### src/rtl/cbus_pkg.sv
// Shared types for the core memory-bus arbiter: request/response bundles,
// arbiter state encoding and the fixed requester indices.
package cbus_pkg;
  localparam int REQ_FETCH = 0;
  localparam int REQ_DATA  = 1;
  // Widest burst-length field the request bundle can carry
  localparam int LEN_W_MAX = 16;

  typedef enum logic {IDLE, BUSY} arb_state_t;

  typedef struct packed {
    logic                 valid;
    logic                 is_write;
    logic [31:0]          addr;
    logic [LEN_W_MAX-1:0] len;
    logic [3:0]           strobe;
    logic [31:0]          wdata;
  } cbus_req_t;

  typedef struct packed {
    logic        ready;
    logic        last;
    logic [31:0] rdata;
  } cbus_resp_t;
endpackage

### src/rtl/cbus_arb_pick.sv
// Combinational winner picker. CBUS_ARB_ROUND_ROBIN_EN selects round-robin
// search from ptr+1; otherwise the highest valid index wins.
module cbus_arb_pick
  import cbus_pkg::*;
#(
  parameter int NUM_REQ = 2,
  parameter int GW      = 1
)(
  input  logic [NUM_REQ-1:0] reqValid,
  input  logic [GW-1:0]      ptr,
  output logic               anyValid,
  output logic [GW-1:0]      winner
);
`ifdef CBUS_ARB_ROUND_ROBIN_EN
  always_comb begin
    int idx;
    idx      = 0;
    anyValid = |reqValid;
    winner   = '0;
    // Walk from farthest to nearest so the slot right after ptr wins last
    for (int k = NUM_REQ; k >= 1; k--) begin
      idx = (int'(ptr) + k) % NUM_REQ;
      if (reqValid[idx]) winner = GW'(idx);
    end
  end
`else
  logic unusedPtr;
  assign unusedPtr = ^ptr;

  always_comb begin
    anyValid = |reqValid;
    winner   = '0;
    for (int i = REQ_FETCH; i < NUM_REQ; i++)
      if (reqValid[i]) winner = GW'(i);
  end
`endif
endmodule

### src/rtl/cbus_arbiter.sv
// Core memory-bus arbiter: one burst owner at a time, beat-counted completion.
// Define CBUS_ARB_ROUND_ROBIN_EN for round-robin instead of fixed priority.
module cbus_arbiter
  import cbus_pkg::*;
#(
  parameter int NUM_REQ = 2,
  parameter int LEN_W   = 4,
  localparam int GW     = (NUM_REQ > 1) ? $clog2(NUM_REQ) : 1
)(
  input  logic                     clk,
  input  logic                     reset,
  input  logic [NUM_REQ-1:0]       req_valid,
  input  logic [NUM_REQ-1:0]       req_write,
  input  logic [NUM_REQ*32-1:0]    req_addr,
  input  logic [NUM_REQ*LEN_W-1:0] req_len,
  input  logic [NUM_REQ*4-1:0]     req_strobe,
  input  logic [NUM_REQ*32-1:0]    req_wdata,
  output logic [NUM_REQ-1:0]       req_ready,
  output logic [NUM_REQ-1:0]       req_last,
  output logic [31:0]              req_rdata,
  output logic                     mem_valid,
  output logic                     mem_write,
  output logic [31:0]              mem_addr,
  output logic [LEN_W-1:0]         mem_len,
  output logic [3:0]               mem_strobe,
  output logic [31:0]              mem_wdata,
  input  logic                     mem_ready,
  input  logic                     mem_last,
  input  logic [31:0]              mem_rdata,
  output logic [GW-1:0]            grant_id,
  output logic                     proto_err
);
  if (NUM_REQ < REQ_DATA + 1 || NUM_REQ > 4 || LEN_W > LEN_W_MAX) begin : gBadCfg
    $error("cbus_arbiter: unsupported NUM_REQ/LEN_W");
  end

  cbus_req_t  reqs [NUM_REQ];
  cbus_req_t  cur;
  cbus_resp_t bus;
  arb_state_t state, stateNext;
  logic [LEN_W-1:0] cnt, lenQ;
  logic [GW-1:0]    grantId, ptrQ, winner;
  logic             anyValid, finalBeat, errNow, protoErr, unusedLenHi;

  for (genvar g = 0; g < NUM_REQ; g++) begin : gReq
    assign reqs[g] = '{valid:    req_valid[g],
                       is_write: req_write[g],
                       addr:     req_addr[g*32 +: 32],
                       len:      LEN_W_MAX'(req_len[g*LEN_W +: LEN_W]),
                       strobe:   req_strobe[g*4 +: 4],
                       wdata:    req_wdata[g*32 +: 32]};
  end

  cbus_arb_pick #(.NUM_REQ(NUM_REQ), .GW(GW)) uPick (
    .reqValid(req_valid),
    .ptr     (ptrQ),
    .anyValid(anyValid),
    .winner  (winner)
  );

  assign cur         = reqs[grantId];
  assign unusedLenHi = ^cur.len;
  assign finalBeat   = (state == BUSY) && mem_ready && (cnt == lenQ);
  // Counter decides completion; mem_last is only cross-checked against it
  assign errNow      = (state == BUSY) &&
                       ((mem_ready && mem_last && cnt != lenQ) ||
                        (mem_ready && cnt == lenQ && !mem_last) ||
                        !cur.valid);

  always_comb begin
    stateNext  = state;
    mem_valid  = 1'b0;
    mem_write  = 1'b0;
    mem_addr   = '0;
    mem_len    = '0;
    mem_strobe = '0;
    mem_wdata  = '0;
    bus        = '0;
    case (state)
      IDLE: if (anyValid) stateNext = BUSY;
      BUSY: begin
        mem_valid  = 1'b1;
        mem_write  = cur.is_write;
        mem_addr   = cur.addr;
        mem_len    = cur.len[LEN_W-1:0];
        mem_strobe = cur.strobe;
        mem_wdata  = cur.wdata;
        bus.ready  = mem_ready;
        bus.last   = finalBeat;
        bus.rdata  = mem_rdata;
        if (finalBeat) stateNext = IDLE;
      end
      default: stateNext = IDLE;
    endcase
  end

  assign req_ready = {{(NUM_REQ-1){1'b0}}, bus.ready} << grantId;
  assign req_last  = {{(NUM_REQ-1){1'b0}}, bus.last}  << grantId;
  assign req_rdata = bus.rdata;
  assign grant_id  = grantId;
  assign proto_err = protoErr;

  always_ff @(posedge clk or posedge reset) begin
    if (reset) begin
      state    <= IDLE;
      cnt      <= '0;
      lenQ     <= '0;
      grantId  <= '0;
      protoErr <= 1'b0;
    end else begin
      state    <= stateNext;
      protoErr <= protoErr | errNow;
      if (state == IDLE && anyValid) begin
        grantId <= winner;
        lenQ    <= reqs[winner].len[LEN_W-1:0];
        cnt     <= '0;
      end else if (state == BUSY && mem_ready) begin
        cnt <= cnt + 1'b1;
      end
    end
  end

`ifdef CBUS_ARB_ROUND_ROBIN_EN
  always_ff @(posedge clk or posedge reset) begin
    if (reset)                        ptrQ <= '0;
    else if (state == IDLE && anyValid) ptrQ <= winner;
  end
`else
  assign ptrQ = '0;
`endif
endmodule

### config.mk
export PLATFORM = sky130hd
export DESIGN_NAME = cbus_arbiter
export DESIGN_NICKNAME = d
export VERILOG_FILES = /design/src/rtl/cbus_pkg.sv /design/src/rtl/cbus_arb_pick.sv /design/src/rtl/cbus_arbiter.sv
export SDC_FILE = /design/constraint.sdc
export NUM_CORES = 1
export LEC_CHECK = 0
export ABC_CLOCK_PERIOD_IN_PS = 1700
export BUFFER_PORTS_ARGS = -buffer_cell sky130_fd_sc_hd__buf_4
export CAP_MARGIN = 40
export CELL_PAD_IN_SITES_DETAIL_PLACEMENT = 1
export CELL_PAD_IN_SITES_GLOBAL_PLACEMENT = 1
export CORE_AREA = 2 2 115 117
export CTS_CLUSTER_SIZE = 8
export DETAILED_ROUTE_END_ITERATION = 6
export DIE_AREA = 0 0 117 119
export MAX_ROUTING_LAYER = met4
export PLACE_DENSITY = 0.72
export SYNTH_ARGS = -nofsm -noshare
export SYNTH_HDL_FRONTEND = slang
export SYNTH_HIERARCHICAL = 1
export SYNTH_SLANG_ARGS = --single-unit
### constraint.sdc
create_clock -name clk -period 1.7 [get_ports clk]
set_input_delay 0.085 -clock clk [delete_from_list [all_inputs] [get_ports clk]]
set_output_delay 0.085 -clock clk [all_outputs]
set_load 0.01 [all_outputs]
==> flow_summary_export.csv, run 1 <==
group,metric,value,unit
critical_path,criticalPathCategory,"reg2out",
clock_network,cts_buffers,3,
final_layout,diodes,0,
outcome,failed_checks,"setup timing",
clock_network,path_clk_slew,40,ps
critical_path,required,1620,ps
yosys,synthCells,262,
timing,setup_viol,2,
route,routedWlPerCell,15.57,um
timing,maxSlewViolCount,0,
route,ant_nets,0,
die,die_x,117,um
timing,finalCriticalPeriod,1718,ps
outcome,status,"finished, violations left",
final_layout,finalNetCount,734,
die,ioPinCount,296,
placement,place_inst,713,
run,drv_cap,0,
timing,fin_skew,0.7291,ps
timing,rsz0062_at_grt,"yes",
critical_path,cp-end-kind,"primary output",
clock_network,cts_tree,"built",
final_layout,final_area,4683,um2
power_and_ir_drop,p_leak,2.446,nW
final_layout,post-route-util,36.38,%
final_layout,stdcell_count,724,
route,via_count,2961,
grt,grt_use_total,14.56,%
timing,finalHoldViolations,0,
timing,max-slew-margin-rel,68.40,%
yosys,synthesis.area,2112,um2
timing,finalSetupTns,-20.11,ps
placement,dpl.hpwl,9320,um
die,fp.coreArea,12870,um2
grt,antenna_found_initial,0,
clock_network,root_buffer,"clkbuf_16",
grt,grt.overflow.total,0,
yosys,syn_avg_cell_area,8.061,um2
final_layout,nFillCells,1567,
final_layout,seqCellArea,281.5,um2
clock_network,cts.sinks,11,
grt,grt_max_degree,67,
die,die_h,119,um
power_and_ir_drop,cellPowerDensity,1389,nW/um2
route,drt_iter0_drc,40,
power_and_ir_drop,vdd_drop_max,0.5655,mV
clock_network,clock_latency,240,ps
critical_path,crit_arrival,1630,ps
placement,place.gp.congestion,0.8555,
final_layout,drive_gt1_share,58.21,%
clock_network,clockBufferDepth,2,
final_layout,multiInputGateArea,1718,um2
worst_hold_path,min_path_type,"in2reg",
route,via_per_inst,4.090,
timing,final.setup.worst_slack,-17.64,ps
route,drtPass1Iterations,4,
yosys,yosys_warnings,6,
grt,first_global_vias,3106,
die,initial_utilization,16.40,%
critical_path,crit_path_start_kind,"flop",
yosys,synth_nets,447,
route,finalWirelength,11270,um
critical_path,crit_fanout,3,
grt,grt_first_pass_wirelength,15710,um
die,dieArea,13920,um2
route,drc_errors,0,
die,fp-row-count,42,
final_layout,syn2layout_area_growth,121.7,%
timing,worstMarginPinSlew,473.5,ps
clock_network,htree_levels,1,
placement,port_buffers,295,
timing,min_period_over_period,101.0,%
placement,place_area,4508,um2
timing,clock.fmax,0.5822,GHz
-- layout by cell type, fill, tap and decap left out --
cell / instances
o21ai_0: 6
mux2_2: 2
or2_2: 1
dfrtp_2: 2
o211ai_2: 1
inv_1: 2
clkbuf_16: 4
ha_1: 1
dfrtp_4: 1
o41ai_1: 1
o22ai_1: 1
buf_12: 1
nor2b_2: 1
nand2b_1: 1
nor2_1: 2
clkbuf_1: 1
dfrtp_1: 8
and2_1: 32
nand2_1: 7
a22o_1: 2
or4_4: 1
o22a_1: 1
nand4_1: 1
buf_4: 302
dlygate4sd3_1: 1
or2_1: 1
nor3_2: 1
a21oi_1: 2
xnor2_1: 1
buf_16: 2
mux2i_1: 78
and3_1: 2
nor2b_1: 74
xor2_1: 4
-- critical path, cell delays in order (launching register included) --
cell and delay (ps):
dfrtp_1 380, xor2_1 180, or4_4 580, nor3_2 120, buf_4 140
-- final cells by class --
cell class / instances / share of cell area, %
Timing Repair Buffer: 307 / 50.76
Multi-Input combinational cell: 224 / 36.68
Sequential cell: 11 / 6.011
Tap cell: 176 / 4.702
Clock buffer: 4 / 1.683
Inverter: 2 / 0.1603
-- path summary, 6_finish.rpt --
| kind | start | end | slack, ps | cells past startpoint |
|---|---|---|---|---|
| max in group asynchronous | reset | grant_id$_DFFE_PP0P_ | 910 | 3 |
| worst min-delay path | mem_last | proto_err$_DFF_PP0_ | 150 | 3 |
| worst max register to register | lenQ[2]$_DFFE_PP0P_ | state$_DFF_PP0_ | 130 | 4 |
| worst min register to register | lenQ[3]$_DFFE_PP0P_ | lenQ[3]$_DFFE_PP0P_ | 520 | 2 |
| worst max-delay path | lenQ[2]$_DFFE_PP0P_ | req_last[0] | -20 | 4 |
| min in group asynchronous | reset | lenQ[2]$_DFFE_PP0P_ | 430 | 3 |
-- metal layers --
metal | vias to the layer above | routed length (um) | global-route usage (%)
li1 | 1445 | - | -
met1 | 1363 | 3968 | 14.57
met2 | 135 | 6174 | 28.47
met3 | 18 | 892 | 2.494
met4 | 0 | 235 | 3.676
met5 | - | 0 | -
-- sequential cells by signal, indices dropped and copies added, names as in the netlist --
name       count
cnt            4
grant_id       1
lenQ           4
proto_err      1
state          1
-- power breakdown --
| part | switching, W | total [W] | internal, W |
|---|---|---|---|
| Clock | 0.000111 | 0.000426 | 0.000314 |
| Sequential | 0.000176 | 0.000567 | 0.000391 |
| Combinational | 0.00248 | 0.00551 | 0.00303 |
| Total | 0.00277 | 0.00651 | 0.00374 |
-- timing repair --
action / in CTS / in global routing
resized for setup: 1 / 4
cloned: 0 / 1
hold buffers: 1 / 0
endpoints found under the setup margin: 2 / 5
setup buffers: 2 / 3
hold endpoints to repair: 11 / 0
pin swaps: 1 / 1
-- stage by stage --
stage                     power [W]  setup slack (ps)  hold slack, ps
after global placement     0.005804             174.2           114.0
after floorplan            0.003365             225.1          -62.56
final                      0.006505            -17.64           148.8
after CTS                  0.006415            -38.90           143.8
after detailed placement   0.005922             178.2           121.8
after global routing       0.007005            -81.22           163.1
Power figures use the tool's default switching activity.
==> inputs of run 2 (changes only) <==
Settings changed: TNS_END_PERCENT set to 1.
==> run 2 against run 1 <==
  * The run still ends with setup timing left
  * Clock power hardly changed
  * Sequential power is 3.5% lower
  * Die area stayed put
  * Non-clock buffer count is 4 lower
  * Combinational power is 3% lower
  * Worst hold slack worse by 1.2 ps
  * Sequential share of layout area is 0.072 points higher
  * Count of clock-buffer cells in the layout stayed put
  * Critical path type unchanged
  * Critical endpoint unchanged
  * Largest power group unchanged
==> flow_summary_export.csv, run 2 (synthesis results as in run 1) <==
group,metric,value,unit
outcome,status,"finished, violations left",
outcome,failed_checks,"setup timing",
clock_network,root_buffer,"clkbuf_16",
critical_path,rr_endpoint,"state$_DFF_PP0_",
clock_network,cts.sinks,11,
critical_path,crit_fanout,3,
clock_network,clockBufferDepth,2,
critical_path,cp-end-kind,"primary output",
critical_path,crit_path_start_kind,"flop",
timing,setup_viol,2,
clock_network,clock_latency,240,ps
run,drv_cap,0,
placement,dpl.hpwl,9320,um
clock_network,htree_levels,1,
final_layout,top_regs,"cnt (4), lenQ (4)",
timing,clock.fmax,0.5802,GHz
route,drtPass1Iterations,4,
final_layout,drive_gt1_share,57.90,%
critical_path,critPathMaxStageDelay,580,ps
grt,antenna_found_initial,0,
power_and_ir_drop,cellPowerDensity,1367,nW/um2
timing,min_period_over_period,101.4,%
timing,rsz0062_at_grt,"yes",
die,fp.coreArea,12870,um2
critical_path,slowest_stage,"or4_4",
die,die_x,117,um
critical_path,criticalPathCategory,"reg2out",
final_layout,multiInputGateArea,1718,um2
timing,max-slew-margin-rel,68.90,%
worst_hold_path,min_path_type,"in2reg",
route,routedWlPerCell,15.27,um
grt,grt_use_total,14.56,%
grt,grt_first_pass_wirelength,15710,um
die,die_h,119,um
critical_path,crit_arrival,1640,ps
placement,port_buffers,295,
critical_path,cp-endpoint,"req_last[0]",
critical_path,ff2ff_setup_slack,120,ps
final_layout,seqCellArea,281.5,um2
final_layout,stdcell_count,720,
final_layout,finalNetCount,730,
critical_path,rr_worst_depth,4,
critical_path,cp_cell_sequence,"xor2_1 > or4_4 > nor3_2 > buf_4",
placement,place.gp.congestion,0.8555,
route,drc_errors,0,
placement,place_inst,713,
timing,finalHoldViolations,0,
final_layout,layout_commonest_cell,"buf_4",
timing,finalCriticalPeriod,1724,ps
timing,final.setup.worst_slack,-23.68,ps
critical_path,required,1620,ps
clock_network,cts_buffers,3,
die,dieArea,13920,um2
die,fp-row-count,42,
timing,worstMarginPinSlew,465.9,ps
timing,fin_skew,0.5531,ps
route,via_per_inst,4.081,
route,finalWirelength,11000,um
power_and_ir_drop,p_leak,2.416,nW
placement,dp_slack,178.2,ps
grt,grt_max_degree,67,
final_layout,final_cell_mix,"buf_4, mux2i_1, nor2b_1",
final_layout,nFillCells,1568,
route,ant_nets,0,
power_and_ir_drop,vdd_drop_max,0.6073,mV
grt,grt.overflow.total,0,
route,drt_iter0_drc,33,
critical_path,critPathLaunch,"lenQ[2]$_DFFE_PP0P_",
clock_network,cts_tree,"built",
grt,first_global_vias,3106,
route,via_count,2938,
clock_network,path_clk_slew,40,ps
die,ioPinCount,296,
worst_hold_path,min_from,"mem_last",
die,initial_utilization,16.40,%
final_layout,syn2layout_area_growth,119.1,%
timing,maxSlewViolCount,0,
final_layout,diodes,0,
critical_path,timing.rr.start,"lenQ[2]$_DFFE_PP0P_",
## run 2: changes by cell type in the layout (fill, tap and decap cells not counted)
cell | before | now
clkbuf_16 | 4 | 3
buf_12 | 1 | 2
buf_4 | 302 | 299
buf_16 | 2 | 1
## run 2: critical path: cells and delay by family, from the launching register on
family / cells / cell delay (ps)
buffers and inverters: 1 / 140
xor gates and xnor gates: 1 / 180
and+or+nand+nor: 2 / 700
DFF: 1 / 380
## run 2: metal layers
metal | wire [um] | track usage [%] | part of all wire (%)
met3 | 906 | 2.494 | 8.2
met2 | 5997 | 28.47 | 55
met1 | 3838 | 14.57 | 35
met4 | 252 | 3.676 | 2.3
met5 | 0 | - | 0
## run 2: worst min-delay path by stage
stage                               end  slack, ps  cells past startpoint
finish              proto_err$_DFF_PP0_        150                      3
global route        proto_err$_DFF_PP0_        160                      3
CTS                 proto_err$_DFF_PP0_        140                      3
detailed placement  lenQ[2]$_DFFE_PP0P_        120                      2
global placement    lenQ[0]$_DFFE_PP0P_        110                      2
floorplan            cnt[0]$_DFFE_PP0P_        -60                      1
## run 2: what timing repair did
action / CTS / global route
hold buffers: 1 / 0
buffers inserted: 2 / 0
gates resized for setup: 1 / 3
pin swaps: 1 / 1
endpoints found under the hold margin: 11 / 0
setup endpoints to repair: 2 / 5
## run 2: area by class of cell
type	instances	area share (%)
clock buffer	4	1.703
inverter	2	0.1622
sequential	11	6.083
timing repair buffer	303	50.18
multi-input combinational	224	37.12
tap	176	4.758
## run 2: power by group
group | internal, W | switching, W
clock | 0.000314 | 0.000112
sequential | 0.000392 | 0.000156
combinational | 0.00291 | 0.00244
## run 2: per-stage QoR
step           total power, W  utilization [%]  hold slack [ps]  setup TNS (ps)  instance area [um2]
2_1_floorplan        0.003365                -           -62.56               0                 2112
3_3_place_gp         0.005804            35.01            114.0               0                 4508
3_5_place_dp         0.005922            35.01            121.8               0                 4508
4_1_cts              0.006415            35.86            143.8          -73.55                 4617
5_1_grt              0.006831            35.95            163.1          -162.5                 4628
6_report             0.006325            35.95            147.6          -32.24                 4628
